**src/rtl/alu_pipe.sv**
```systemverilog
`default_nettype none
// ============================================================================
// Module   : alu_pipe
// Purpose  : Handshaked execute ALU, registered output, iterative MUL/MULHU.
// Revision : 1.0 - initial release
// ============================================================================
module alu_pipe #(
   parameter int XLEN           = 32,
   parameter int BITS_PER_CYCLE = 1,
   parameter int TAG_W          = 5,
   parameter int ENABLE_MUL     = 1
) (
   input  logic             clk,
   input  logic             rst,
   input  logic             in_valid_i,
   output logic             in_ready_o,
   input  logic [3:0]       alu_op_i,
   input  logic [XLEN-1:0]  alu_a_i,
   input  logic [XLEN-1:0]  alu_b_i,
   input  logic [TAG_W-1:0] tag_i,
   output logic             out_valid_o,
   input  logic             out_ready_i,
   output logic [XLEN-1:0]  alu_result_o,
   output logic [TAG_W-1:0] tag_o,
   output logic             illegal_o,
   output logic             busy_o
);
   localparam int c_SHW   = $clog2(XLEN);
   localparam int c_STEPS = XLEN / BITS_PER_CYCLE;
   localparam int c_CNT_W = $clog2(c_STEPS + 1);

   localparam logic [3:0] c_OP_ADD   = 4'd0;
   localparam logic [3:0] c_OP_AND   = 4'd1;
   localparam logic [3:0] c_OP_SLL   = 4'd2;
   localparam logic [3:0] c_OP_SRL   = 4'd3;
   localparam logic [3:0] c_OP_OR    = 4'd4;
   localparam logic [3:0] c_OP_XOR   = 4'd5;
   localparam logic [3:0] c_OP_SLT   = 4'd6;
   localparam logic [3:0] c_OP_SLTU  = 4'd7;
   localparam logic [3:0] c_OP_SRA   = 4'd8;
   localparam logic [3:0] c_OP_LUI   = 4'd9;
   localparam logic [3:0] c_OP_SUB   = 4'd10;
   localparam logic [3:0] c_OP_MUL   = 4'd11;
   localparam logic [3:0] c_OP_MULHU = 4'd12;

   typedef enum logic [1:0] {S_IDLE = 2'd0, S_BUSY = 2'd1, S_DONE = 2'd2} state_t;

   state_t              r_state;
   logic [c_CNT_W-1:0]  r_cnt;
   logic [2*XLEN-1:0]   r_acc;
   logic [2*XLEN-1:0]   r_mcand;
   logic [XLEN-1:0]     r_mplier;
   logic                r_mul_hi;
   logic [TAG_W-1:0]    r_mtag;
   logic                r_out_valid;
   logic [XLEN-1:0]     r_result;
   logic [TAG_W-1:0]    r_tag;
   logic                r_illegal;

   logic [c_SHW-1:0]    w_shamt;
   logic [XLEN-1:0]     w_alu;
   logic                w_is_mulop;
   logic                w_is_mul;
   logic                w_illegal;
   logic                w_out_free;
   logic                w_in_ready;
   logic                w_accept;
   logic [2*XLEN-1:0]   w_partial;

   assign w_shamt    = alu_b_i[c_SHW-1:0];
   assign w_is_mulop = (alu_op_i == c_OP_MUL) || (alu_op_i == c_OP_MULHU);
   assign w_is_mul   = (ENABLE_MUL != 0) && w_is_mulop;
   assign w_illegal  = (alu_op_i > c_OP_MULHU) || ((ENABLE_MUL == 0) && w_is_mulop);
   assign w_out_free = !r_out_valid || out_ready_i;
   assign w_in_ready = !rst && (r_state == S_IDLE) && w_out_free;
   assign w_accept   = in_valid_i && w_in_ready;

   always_comb begin
      w_alu = '0;
      case (alu_op_i)
         c_OP_ADD:  w_alu = alu_a_i + alu_b_i;
         c_OP_AND:  w_alu = alu_a_i & alu_b_i;
         c_OP_SLL:  w_alu = alu_a_i << w_shamt;
         c_OP_SRL:  w_alu = alu_a_i >> w_shamt;
         c_OP_OR:   w_alu = alu_a_i | alu_b_i;
         c_OP_XOR:  w_alu = alu_a_i ^ alu_b_i;
         c_OP_SLT:  w_alu = {{(XLEN-1){1'b0}}, $signed(alu_a_i) < $signed(alu_b_i)};
         c_OP_SLTU: w_alu = {{(XLEN-1){1'b0}}, alu_a_i < alu_b_i};
         c_OP_SRA:  w_alu = $signed(alu_a_i) >>> w_shamt;
         c_OP_LUI:  w_alu = alu_b_i << 12;
         c_OP_SUB:  w_alu = alu_a_i - alu_b_i;
         default:   w_alu = '0;
      endcase
   end

   // One slice of the shift-add product: the low multiplier bits select shifted multiplicands.
   generate
      if (ENABLE_MUL != 0) begin : g_mul
         always_comb begin
            w_partial = '0;
            for (int i = 0; i < BITS_PER_CYCLE; i++) begin
               if (r_mplier[i]) w_partial = w_partial + (r_mcand << i);
            end
         end
      end else begin : g_no_mul
         assign w_partial = '0;
      end
   endgenerate

   always_ff @(posedge clk) begin
      if (rst) begin
         r_state     <= S_IDLE;
         r_cnt       <= '0;
         r_acc       <= '0;
         r_mcand     <= '0;
         r_mplier    <= '0;
         r_mul_hi    <= 1'b0;
         r_mtag      <= '0;
         r_out_valid <= 1'b0;
         r_result    <= '0;
         r_tag       <= '0;
         r_illegal   <= 1'b0;
      end else begin
         if (out_ready_i) r_out_valid <= 1'b0;
         case (r_state)
            S_IDLE: begin
               if (w_accept && w_is_mul) begin
                  r_state  <= S_BUSY;
                  r_cnt    <= c_CNT_W'(c_STEPS);
                  r_acc    <= '0;
                  r_mcand  <= {{XLEN{1'b0}}, alu_a_i};
                  r_mplier <= alu_b_i;
                  r_mul_hi <= (alu_op_i == c_OP_MULHU);
                  r_mtag   <= tag_i;
               end else if (w_accept) begin
                  r_out_valid <= 1'b1;
                  r_result    <= w_alu;
                  r_tag       <= tag_i;
                  r_illegal   <= w_illegal;
               end
            end
            S_BUSY: begin
               r_acc    <= r_acc + w_partial;
               r_mcand  <= r_mcand << BITS_PER_CYCLE;
               r_mplier <= r_mplier >> BITS_PER_CYCLE;
               r_cnt    <= r_cnt - c_CNT_W'(1);
               if (r_cnt == c_CNT_W'(1)) r_state <= S_DONE;
            end
            S_DONE: begin
               // Wait here until a stalled previous result has been taken.
               if (w_out_free) begin
                  r_out_valid <= 1'b1;
                  r_result    <= r_mul_hi ? r_acc[2*XLEN-1:XLEN] : r_acc[XLEN-1:0];
                  r_tag       <= r_mtag;
                  r_illegal   <= 1'b0;
                  r_state     <= S_IDLE;
               end
            end
            default: r_state <= S_IDLE;
         endcase
      end
   end

   assign in_ready_o   = w_in_ready;
   assign out_valid_o  = r_out_valid;
   assign alu_result_o = r_result;
   assign tag_o        = r_tag;
   assign illegal_o    = r_illegal;
   assign busy_o       = (r_state == S_BUSY);

endmodule
`default_nettype wire

```
**config.mk**
```make
export PLATFORM = sky130hd
export DESIGN_NAME = alu_pipe
export DESIGN_NICKNAME = d
export VERILOG_FILES = /design/src/rtl/alu_pipe.sv
export SDC_FILE = /design/constraint.sdc
export NUM_CORES = 1
export LEC_CHECK = 0
export BUFFER_PORTS_ARGS = -buffer_cell sky130_fd_sc_hd__buf_2
export CELL_PAD_IN_SITES_DETAIL_PLACEMENT = 1
export CELL_PAD_IN_SITES_GLOBAL_PLACEMENT = 1
export CORE_MARGIN = 1.5
export CORE_UTILIZATION = 42
export CTS_CLUSTER_DIAMETER = 80
export DETAILED_ROUTE_END_ITERATION = 12
export PLACE_DENSITY_LB_ADDON = 0.1
export SLEW_MARGIN = 10
export SYNTH_ARGS = -nofsm -noshare
export SYNTH_HDL_FRONTEND = slang
export SYNTH_SLANG_ARGS = --single-unit
```
**constraint.sdc**
```tcl
create_clock -name clk -period 3.81 [get_ports clk]
set_input_delay 0.5715 -clock clk [delete_from_list [all_inputs] [get_ports clk]]
set_output_delay 0.5715 -clock clk [all_outputs]
set_load 0.03 [all_outputs]
```
==> flow_metrics.env <==
export IMPL_outcome="finished, final reports clean"
export IMPL_numClockSinks=213
export IMPL_r2r_start="r_mplier[0]"
export IMPL_syn_area_per_cell_um2=7.12
export IMPL_port_buffers=117
export IMPL_crit_type="flip-flop to flip-flop"
export IMPL_worstPathRequired_ns=4.35
export IMPL_cts_tree="built"
export IMPL_synth_edf_count=0
export IMPL_p_clk_share_pct=40.0
export IMPL_via_per_inst=6.59
export IMPL_antenna_found_initial=6
export IMPL_drtIter0Drc=2382
export IMPL_core_rowCount=82
export IMPL_vdd_drop_max_mv=0.365
export IMPL_worst_pin_slew_ns=1.14
export IMPL_min_to="r_mtag[4]"
export IMPL_maxSlewViolCount=0
export IMPL_ys_seq_area_share_pct=20.0
export IMPL_gp_congestion=1.08
export IMPL_core_region_area_um2=50200
export IMPL_cp_data_arrival_time_ns=4.27
export IMPL_clk_pin_slew_worst_paths_ns=0.06
export IMPL_ys_warn_count=0
export IMPL_drive_gt1_share_pct=18.5
export IMPL_start_kind="flip-flop"
export IMPL_power_leakage_nw=10.6
export IMPL_max_slew_margin_pct=23.6
export IMPL_grt_util_all_layers_pct=42.6
export IMPL_syn_area_um2=21300
export IMPL_period_share_pct=97.8
export IMPL_setup_viol=0
export IMPL_drv_cap=0
export IMPL_power_density_nw_per_um2=291
export IMPL_drc=0
export IMPL_syn_num_nets=3247
export IMPL_routedWlPerCell_um=29.4
export IMPL_async_flop_share_pct=0
export IMPL_switching_share_pct=36.1
export IMPL_fp_dieH_um=228
export IMPL_cp_max_fo=20
export IMPL_finalCriticalPeriod_ns=3.72
export IMPL_areaGrowthSynthToFinish_pct=20.4
export IMPL_first_pass_iters=5
export IMPL_dpl_hpwl_um=88000
export IMPL_ant_nets=0
export IMPL_ctsHtreeMaxLevel=1
export IMPL_pwr_share_seq_pct=31.3
export IMPL_cts_hold_buffers_added=0
export IMPL_p_total_mw=7.48
export IMPL_holdPathStages=3
export IMPL_cts_root_buf="clkbuf_16"
export IMPL_ios=118
export IMPL_p_int_mw=4.78
export IMPL_cp_end_kind="flip-flop"
export IMPL_clk_path_buf_depth=3
export IMPL_postLayoutCoreUtil_pct=51.2
export IMPL_grt_pass1_wl_um=170000
export IMPL_hold_viol_final=0
export IMPL_fmax_mhz=268
export IMPL_dieArea_um2=52200
export IMPL_synth_flop_cell="dfxtp_1"
export IMPL_clk_latency_ns=0.63
export IMPL_syn_instance_count=2996
export IMPL_dpl_instance_area_um2=24500
export IMPL_n_fill_cell=6445
export IMPL_start_util_pct=42.5
export IMPL_combPwrFrac_pct=28.8
export IMPL_ys_types=87
export IMPL_grt_pass1_vias=26400
export IMPL_stdcell_area_um2=25700
export IMPL_r2r_cells=16
export IMPL_r2r_end="r_acc[63]"
export IMPL_vias=26000
export IMPL_min_delay_start="tag_i[4]"
export IMPL_chipWidth_um=228
export IMPL_fin_skew_ns=0.0278
export IMPL_fin_nets=3494
export IMPL_grt_max_degree=151
export IMPL_hold_class="input port to flip-flop"
export IMPL_ys_ff_latch=213
export IMPL_cts_buffers_inserted=30
export IMPL_switching_power_mw=2.70
export IMPL_finalWirelength_um=116000
export IMPL_grt_ovfl_total=0
export IMPL_r2r_slack_ns=0.09
-- layout make-up --
type | instances | area (um2) | share of cell area (%)
multi-input combinational | 2436 | 15900 | 61.9
sequential | 213 | 4270 | 16.6
timing repair buffer | 448 | 3200 | 12.5
clock buffer | 41 | 872 | 3.40
tap | 672 | 841 | 3.27
inverter | 114 | 429 | 1.67
clock inverter | 13 | 158 | 0.614
antenna | 3 | 7.51 | 0.0292
-- cell usage after synthesis (all sizes together), types with 22 or more instances --
| cell | number | area share [%] |
|---|---|---|
| a211oi | 35 | 1.3 |
| a21o | 47 | 1.7 |
| a21oi | 295 | 7.0 |
| a221oi | 30 | 1.3 |
| a311oi | 71 | 2.9 |
| and2 | 73 | 2.2 |
| buf | 46 | 1.0 |
| clkbuf | 187 | 3.3 |
| dfxtp | 213 | 20 |
| ha | 171 | 10 |
| inv | 111 | 2.0 |
| mux2i | 80 | 3.8 |
| mux4 | 30 | 3.2 |
| nand2 | 389 | 6.8 |
| nand2b | 27 | 0.79 |
| nand3 | 90 | 2.1 |
| nand4 | 31 | 0.91 |
| nor2 | 341 | 6.0 |
| nor3 | 65 | 1.5 |
| o21ai | 221 | 5.2 |
| o21bai | 36 | 1.3 |
| o221ai | 31 | 1.3 |
| or3 | 23 | 0.67 |
| xnor2 | 44 | 1.8 |
| xor2 | 22 | 0.90 |
-- metal layers --
| metal | up-vias | wire length, um | global-route usage, % |
|---|---|---|---|
| li1 | 11400 | - | - |
| met1 | 12900 | 46100 | 51.9 |
| met2 | 1257 | 52400 | 70.2 |
| met3 | 407 | 8150 | 6.34 |
| met4 | 6 | 8970 | 27.5 |
| met5 | - | 38 | 0 |
-- kinds of logic after synthesis --
family,count (synthesis),share of synthesized area [%]
AND/OR/NAND/NOR,1112,23.4
AO/OA/AOI/OAI,968,30.1
adder cells (fa/ha/maj),174,10.3
buffers and inverters,347,6.29
multiplexers,116,7.24
XOR/XNOR,66,2.71
flip-flops,213,20.0
-- sequential cells by signal (all words and copies together) (netlist names) --
signal / cells
r_mcand: 64
tag_o: 5
r_mplier: 32
out_valid_o: 1
r_cnt: 6
r_acc: 64
r_state: 2
alu_result_o: 32
illegal_o: 1
r_mtag: 5
r_mul_hi: 1
-- repair_timing --
action	in CTS	in global routing
setup buffers	0	1
endpoints found under the setup margin	1	17
gates resized for setup	1	32
pin swaps	0	6
-- metrics by stage --
step	setup slack [ns]	hold slack, ns	instances	TNS [ns]
2_1_floorplan	0.0560	0.437	2996	0
3_3_place_gp	-0.198	0.441	3882	-0.912
3_5_place_dp	-0.263	0.451	3882	-2.19
4_1_cts	0.00482	0.179	3936	0
5_1_grt	-0.0132	0.201	3938	-0.0324
6_report	0.0854	0.200	3940	0
-- placed cells by master (no fill, tap or decap), types with 36 or more instances in the layout --
cell type  instances
nand2_1          389
nor2_1           338
buf_4            322
a21oi_1          289
o21ai_0          212
dfxtp_1          211
ha_1             164
buf_2            115
inv_1            108
nand3_1           89
mux2i_1           80
a311oi_1          71
and2_1            69
nor3_1            62
a21o_1            46
xnor2_1           43
o21bai_1          36
-- how the worst max path moves through the flow --
stage                     cells past startpoint               end        start  slack [ns]
after global placement                       17  alu_result_o[30]   alu_a_i[0]       -0.20
after global routing                         16         r_acc[63]  r_mplier[0]       -0.01
after floorplan                              16  alu_result_o[28]   alu_b_i[2]        0.06
final                                        16         r_acc[63]  r_mplier[0]        0.09
after detailed placement                     17  alu_result_o[24]   alu_a_i[0]       -0.26
after CTS                                    18         r_acc[38]  r_mplier[0]       0.005
-- power groups by stage --
stage / Combinational, mW / Clock (mW) / Sequential [mW]
2_1_floorplan: 1.06 / 0 / 2.42
3_3_place_gp: 2.04 / 0 / 2.38
3_5_place_dp: 2.07 / 0 / 2.38
4_1_cts: 2.08 / 3.01 / 2.33
5_1_grt: 2.25 / 3.09 / 2.34
6_report: 2.15 / 2.99 / 2.34
-- worst max-delay path, cell delays in order (launching register included) --
cell and delay [ns]:
dfxtp_2 0.33, buf_12 0.15, and2_4 0.15, ha_1 0.29, a211o_1 0.35, a211oi_4 0.34
and4bb_1 0.23, nor3_2 0.22, a211oi_2 0.10, buf_4 0.16, o2111ai_4 0.23, a211oi_2 0.10
buf_4 0.17, a211oi_4 0.25, xnor2_2 0.12, or3_1 0.31, a31oi_1 0.13
No activity file was read; power rests on OpenSTA's default activity.
